===== src/rtl/elevator_scan_ctrl.sv =====
// ---------------------------------------------------------------------------
// elevator_scan_ctrl
//
// Elevator car controller that serves a bitmap of floor requests in SCAN
// order: the car keeps travelling in its preferred direction while requests
// remain ahead of it, then reverses. It tracks the current floor, times the
// travel between adjacent floors and the door-open interval, and emits a
// one-cycle arrival pulse at every stop.
//
// Parameters:
//   FLOORS      number of floors (>= 2), floors are 0..FLOORS-1
//   FLOOR_W     width of floor indices, 2**FLOOR_W >= FLOORS
//   TRAVEL_CYC  cycles spent moving between adjacent floors (>= 1)
//   DOOR_CYC    cycles the door stays open per stop (>= 1)
//
// Ports:
//   clk        in   system clock, all state changes on the rising edge
//   reset      in   synchronous active-high reset
//   req_valid  in   request strobe, one request per cycle
//   req_floor  in   requested floor (ignored when >= FLOORS)
//   floor      out  current car floor
//   dir_up     out  car is moving upward
//   dir_down   out  car is moving downward
//   door_open  out  door is open
//   arrive     out  one-cycle pulse on the first cycle of each stop
//   pending    out  registered bitmap of unserved requests
// ---------------------------------------------------------------------------
module elevator_scan_ctrl #(
    parameter int unsigned FLOORS     = 8,
    parameter int unsigned FLOOR_W    = 3,
    parameter int unsigned TRAVEL_CYC = 4,
    parameter int unsigned DOOR_CYC   = 6
) (
    input  logic               clk,
    input  logic               reset,
    input  logic               req_valid,
    input  logic [FLOOR_W-1:0] req_floor,
    output logic [FLOOR_W-1:0] floor,
    output logic               dir_up,
    output logic               dir_down,
    output logic               door_open,
    output logic               arrive,
    output logic [FLOORS-1:0]  pending
);

    // One counter width serves both the travel and the door timer.
    localparam int unsigned CNT_MAX = (TRAVEL_CYC > DOOR_CYC) ? TRAVEL_CYC : DOOR_CYC;
    localparam int unsigned CNT_W   = (CNT_MAX > 1) ? $clog2(CNT_MAX) : 1;

    localparam logic [CNT_W-1:0]   TRAVEL_LAST = CNT_W'(TRAVEL_CYC - 1);
    localparam logic [CNT_W-1:0]   DOOR_LAST   = CNT_W'(DOOR_CYC - 1);
    localparam logic [FLOOR_W-1:0] TOP_FLOOR   = FLOOR_W'(FLOORS - 1);

    typedef enum logic [1:0] {
        S_IDLE,
        S_MOVE,
        S_DOOR
    } state_e;

    // -----------------------------------------------------------------------
    // State registers
    // -----------------------------------------------------------------------
    state_e             state_q,      state_d;
    logic [FLOOR_W-1:0] floor_q,      floor_d;
    logic [FLOORS-1:0]  pending_q,    pending_d;
    logic               pref_up_q,    pref_up_d;
    logic [CNT_W-1:0]   travel_cnt_q, travel_cnt_d;
    logic [CNT_W-1:0]   door_cnt_q,   door_cnt_d;
    logic               arrive_q,     arrive_d;

    // -----------------------------------------------------------------------
    // Decoded helpers
    // -----------------------------------------------------------------------
    logic [FLOORS-1:0]  req_onehot;
    logic [FLOORS-1:0]  here_onehot;
    logic [FLOORS-1:0]  next_onehot;
    logic [FLOORS-1:0]  clear_mask;
    logic [FLOOR_W-1:0] next_floor;
    logic               above;
    logic               below;
    logic               here_pending;
    logic               next_pending;
    logic               absorb;

    // Floor one step in the preferred direction, clamped to the shaft ends.
    always_comb begin : next_floor_calc
        next_floor = floor_q;
        if (pref_up_q) begin
            if (floor_q != TOP_FLOOR) begin
                next_floor = floor_q + FLOOR_W'(1);
            end
        end else begin
            if (floor_q != '0) begin
                next_floor = floor_q - FLOOR_W'(1);
            end
        end
    end

    // Index decoding is done by comparing against every legal floor number,
    // so an out-of-range request floor simply produces an empty one-hot and
    // bitmap indices never exceed FLOORS-1.
    always_comb begin : decode
        req_onehot  = '0;
        here_onehot = '0;
        next_onehot = '0;
        above       = 1'b0;
        below       = 1'b0;
        for (int unsigned i = 0; i < FLOORS; i++) begin
            if (req_floor == FLOOR_W'(i)) begin
                req_onehot[i] = 1'b1;
            end
            if (floor_q == FLOOR_W'(i)) begin
                here_onehot[i] = 1'b1;
            end
            if (next_floor == FLOOR_W'(i)) begin
                next_onehot[i] = 1'b1;
            end
            if (pending_q[i] && (FLOOR_W'(i) > floor_q)) begin
                above = 1'b1;
            end
            if (pending_q[i] && (FLOOR_W'(i) < floor_q)) begin
                below = 1'b1;
            end
        end
        here_pending = |(pending_q & here_onehot);
        next_pending = |(pending_q & next_onehot);
    end

    // -----------------------------------------------------------------------
    // Next-state logic
    // -----------------------------------------------------------------------
    always_comb begin : fsm_next
        state_d      = state_q;
        floor_d      = floor_q;
        pref_up_d    = pref_up_q;
        travel_cnt_d = travel_cnt_q;
        door_cnt_d   = door_cnt_q;
        arrive_d     = 1'b0;
        clear_mask   = '0;
        absorb       = 1'b0;

        case (state_q)
            S_IDLE: begin
                // Only the registered bitmap drives the decision; a request
                // arriving this cycle is considered on the next one.
                if (|pending_q) begin
                    if (here_pending) begin
                        state_d    = S_DOOR;
                        door_cnt_d = '0;
                        clear_mask = here_onehot;
                        arrive_d   = 1'b1;
                    end else begin
                        state_d      = S_MOVE;
                        travel_cnt_d = '0;
                        pref_up_d    = above && (pref_up_q || !below);
                    end
                end
            end

            S_MOVE: begin
                if (travel_cnt_q == TRAVEL_LAST) begin
                    floor_d      = next_floor;
                    travel_cnt_d = '0;
                    if (next_pending) begin
                        state_d    = S_DOOR;
                        door_cnt_d = '0;
                        clear_mask = next_onehot;
                        arrive_d   = 1'b1;
                    end
                end else begin
                    travel_cnt_d = travel_cnt_q + CNT_W'(1);
                end
            end

            S_DOOR: begin
                // A call for the floor the car is standing at keeps the door
                // open for a fresh full interval instead of queueing a stop.
                absorb = req_valid && (req_floor == floor_q);
                if (absorb) begin
                    door_cnt_d = '0;
                end else if (door_cnt_q == DOOR_LAST) begin
                    state_d    = S_IDLE;
                    door_cnt_d = '0;
                end else begin
                    door_cnt_d = door_cnt_q + CNT_W'(1);
                end
            end

            default: begin
                state_d = S_IDLE;
            end
        endcase

        // Service clears win over a same-cycle request for the same floor.
        pending_d = pending_q;
        if (req_valid && !absorb) begin
            pending_d = pending_d | req_onehot;
        end
        pending_d = pending_d & ~clear_mask;
    end

    // -----------------------------------------------------------------------
    // Registers
    // -----------------------------------------------------------------------
    always_ff @(posedge clk) begin : regs
        if (reset) begin
            state_q      <= S_IDLE;
            floor_q      <= '0;
            pending_q    <= '0;
            pref_up_q    <= 1'b1;
            travel_cnt_q <= '0;
            door_cnt_q   <= '0;
            arrive_q     <= 1'b0;
        end else begin
            state_q      <= state_d;
            floor_q      <= floor_d;
            pending_q    <= pending_d;
            pref_up_q    <= pref_up_d;
            travel_cnt_q <= travel_cnt_d;
            door_cnt_q   <= door_cnt_d;
            arrive_q     <= arrive_d;
        end
    end

    // -----------------------------------------------------------------------
    // Outputs, decoded from registers only
    // -----------------------------------------------------------------------
    assign floor     = floor_q;
    assign pending   = pending_q;
    assign dir_up    = (state_q == S_MOVE) &&  pref_up_q;
    assign dir_down  = (state_q == S_MOVE) && !pref_up_q;
    assign door_open = (state_q == S_DOOR);
    assign arrive    = arrive_q;

endmodule


===== config.mk =====
export PLATFORM = sky130hd
export DESIGN_NAME = elevator_scan_ctrl
export DESIGN_NICKNAME = d
export VERILOG_FILES = /design/src/rtl/elevator_scan_ctrl.sv
export SDC_FILE = /design/constraint.sdc
export NUM_CORES = 1
export LEC_CHECK = 0
export BUFFER_PORTS_ARGS = -buffer_cell sky130_fd_sc_hd__buf_2
export CORE_UTILIZATION = 50
export CTS_CLUSTER_SIZE = 12
export DETAILED_ROUTE_END_ITERATION = 7
export GPL_ROUTABILITY_DRIVEN = 0
export GPL_TIMING_DRIVEN = 0
export MAX_ROUTING_LAYER = met4
export PLACE_DENSITY = 0.72
export SYNTH_ARGS = -nofsm -noshare
export SYNTH_HDL_FRONTEND = slang
export SYNTH_SLANG_ARGS = --single-unit

===== constraint.sdc =====
create_clock -name clk -period 2.7 [get_ports clk]
set_clock_uncertainty 0.15 [all_clocks]
set_input_delay 0.135 -clock clk [delete_from_list [all_inputs] [get_ports clk]]
set_output_delay 0.135 -clock clk [all_outputs]
set_load 0.02 [all_outputs]

==> flow_metrics.env <==
export IMPL_outcome="finished with violations"
export IMPL_violations="negative setup slack"
export IMPL_finalCritPeriodShare_pct=102
export IMPL_hp_start="reset"
export IMPL_crit_fanout=8
export IMPL_rrSetupSlack_ns=-0.04
export IMPL_grt_overflow_total=0
export IMPL_hold_end="door_cnt_q[2]$_SDFFE_PP0P_"
export IMPL_start_util_pct=52.4
export IMPL_antenna_left=0
export IMPL_critPathKind="flop to flop"
export IMPL_via_per_inst=6.71
export IMPL_cts_buffer_depth=2
export IMPL_fillers=307
export IMPL_fin_area_um2=2480
export IMPL_numCtsBuffers=3
export IMPL_setup_viol=2
export IMPL_final_cells=336
export IMPL_r2r_start="floor[0]$_SDFFE_PP0P_"
export IMPL_slew_viol_final=0
export IMPL_drt_wl_total_mm=6.49
export IMPL_final_cell_mix="buf_2 (22), dfxtp_1 (19), buf_4 (19), nor2_1 (18), nand2_1 (16)"
export IMPL_ys_seq_area_share_pct=21.9
export IMPL_r2r_end="travel_cnt_q[0]$_SDFFE_PP0P_"
export IMPL_syn_num_nets=258
export IMPL_crit_path_end_kind="flop"
export IMPL_critical_path_startpoint="floor[0]$_SDFFE_PP0P_"
export IMPL_place_inst=310
export IMPL_power_leakage_nw=0.948
export IMPL_hold_viol_final=0
export IMPL_worst_pin_slew_ns=0.550
export IMPL_layout_commonest_cell="buf_2"
export IMPL_cts_sinks=21
export IMPL_wl_per_cell_um=19.3
export IMPL_syn_to_final_growth_pct=29.2
export IMPL_fin_nets=305
export IMPL_grt_total_usage_pct=31.6
export IMPL_drtIter0Drc=264
export IMPL_rows=22
export IMPL_cts_tree="built"
export IMPL_fmax_mhz=365
export IMPL_fp_dieH_um=64.0
export IMPL_post_dp_hpwl_mm=4.02
export IMPL_period_needed_ns=2.74
export IMPL_hp_class="primary input to flop"
export IMPL_postCtsHoldBufs=0
export IMPL_layout_drive_gt1_share_pct=29.2
export IMPL_powerDensity_nw_per_um2=483
export IMPL_peakVddDrop_uv=384
export IMPL_rsz0062_at_grt="true"
export IMPL_grt_pass1_wl_mm=9.68
export IMPL_synth_edf_count=0
export IMPL_synth_warnings=0
export IMPL_cts_root_buffer="clkbuf_8"
export IMPL_ys_ff_latch=21
export IMPL_clk_pin_slew_ns=0.09
export IMPL_reg2regPathDepth=11
export IMPL_hold_depth=4
export IMPL_first_pass_iters=6
export IMPL_diodes=0
export IMPL_dieArea_um2=4090
export IMPL_postPlaceCellArea_um2=2080
export IMPL_num_vias=2254
export IMPL_cp_required_ns=2.74
export IMPL_grt_max_degree=12
export IMPL_layout_setup_ws_ns=-0.0417
export IMPL_whs_ns=0.116
export IMPL_placeableCoreArea_um2=3660
export IMPL_htree_levels=1
export IMPL_synth_area_per_cell_um2=7.93
export IMPL_ys_flop_type="dfxtp_1"
export IMPL_synthCells=242
export IMPL_async_flop_share_pct=0
export IMPL_drc_errors=0
export IMPL_portBuffers=20
export IMPL_cap_violations=0
export IMPL_clock_latency_ns=0.27
export IMPL_relSlewSlack_pct=62.9
export IMPL_grt_pass1_vias=1959
export IMPL_critPathLaunchType="flop"
export IMPL_crit_arrival_ns=2.78
export IMPL_netlist_area_um2=1920
export IMPL_ios=21
export IMPL_ys_types=59
export IMPL_die_w_um=64.0
export IMPL_antenna_found_initial=0
sequential cells by signal, summed over array words and instances (netlist names):
register,cells
door_cnt_q,3
pref_up_q,1
pending,8
state_q,2
floor,3
travel_cnt_q,3
arrive,1
repair_timing:
action | in CTS | in global routing
setup endpoints to repair | 17 | 18
gates resized for setup | 30 | 14
pin swaps | 11 | 8
buffers inserted | 11 | 11
critical path, stage by stage, from the launching register on:
cell and delay, ns:
dfxtp_4 0.37, buf_12 0.12, clkinvlp_4 0.14, ha_4 0.20, buf_8 0.13, a222oi_1 0.34, nand3_1 0.18, and3_1 0.21
buf_6 0.12, a211o_1 0.24, or3_1 0.33, a21oi_2 0.14
cell usage after synthesis (6+ instances only):
| master | instances | area, µm² |
|---|---|---|
| dfxtp_1 | 21 | 420 |
| nor2_1 | 18 | 67.6 |
| nand2_1 | 16 | 60.1 |
| a21oi_1 | 14 | 70.1 |
| inv_1 | 13 | 48.8 |
| o21ai_0 | 12 | 60.1 |
| ha_1 | 10 | 125 |
| nand3_1 | 10 | 50.1 |
| o31a_1 | 8 | 70.1 |
| a211oi_1 | 6 | 45.0 |
| a311oi_1 | 6 | 52.6 |
| a31oi_1 | 6 | 37.5 |
| nor2b_1 | 6 | 37.5 |
power by group:
group	internal [W]	leakage [nW]	switching, W
combinational	0.000249	0.753	0.000369
sequential	0.000335	0.172	0.0000316
clock	0.000105	0.0228	0.000107
total	0.000690	0.948	0.000507
layer usage:
metal | vias up | share of wire, % | wire length, µm | global-route usage, %
li1 | 1034 | - | - | -
met1 | 1040 | 42 | 2730 | 40.8
met2 | 155 | 45 | 2920 | 48.7
met3 | 25 | 10 | 666 | 7.14
met4 | 0 | 2.6 | 167 | 9.94
met5 | - | 0 | 0 | -
worst max path at each step:
stage | to | slack (ns) | cells after the start
after floorplan | door_cnt_q[0]$_SDFFE_PP0P_ | 0.01 | 10
after global placement | door_cnt_q[0]$_SDFFE_PP0P_ | -0.31 | 10
after detailed placement | door_cnt_q[0]$_SDFFE_PP0P_ | -0.28 | 10
after CTS | door_cnt_q[1]$_SDFFE_PP0P_ | -0.03 | 9
after global routing | door_cnt_q[0]$_SDFFE_PP0P_ | -0.12 | 10
final | travel_cnt_q[0]$_SDFFE_PP0P_ | -0.04 | 11
per-stage QoR:
stage | total power, W | setup slack, ns | setup TNS [ns] | util, %
floorplan | 0.000765 | 0.0128 | 0 | -
global placement | 0.000881 | -0.305 | -3.83 | 56.9
detailed placement | 0.000890 | -0.282 | -3.37 | 56.9
CTS | 0.00116 | -0.0300 | -0.131 | 64.0
global route | 0.00128 | -0.120 | -0.917 | 67.7
finish | 0.00120 | -0.0417 | -0.0614 | 67.7
area by class of cell:
cell class	count	area, µm²	area share (%)
Inverter	13	56.3	2.27
Timing Repair Buffer	42	303	12.2
Sequential cell	21	428	17.3
Tap cell	48	60.1	2.42
Buffer	13	123	4.94
Clock buffer	4	45.0	1.82
Multi-Input combinational cell	195	1470	59.1
kinds of logic (layout without fill, tap and decap cells):
kind of cell	Yosys count	after routing	share of synthesized area (%)
AO/OA/AOI/OAI	93	93	36.1
AND/OR/NAND/NOR	85	85	24.8
buffers and inverters	26	72	7.17
flip-flops	21	21	21.9
adder cells (fa/ha/maj)	10	10	6.52
multiplexers	4	4	2.09
XOR/XNOR	3	3	1.37
Power figures use the tool's default switching activity.
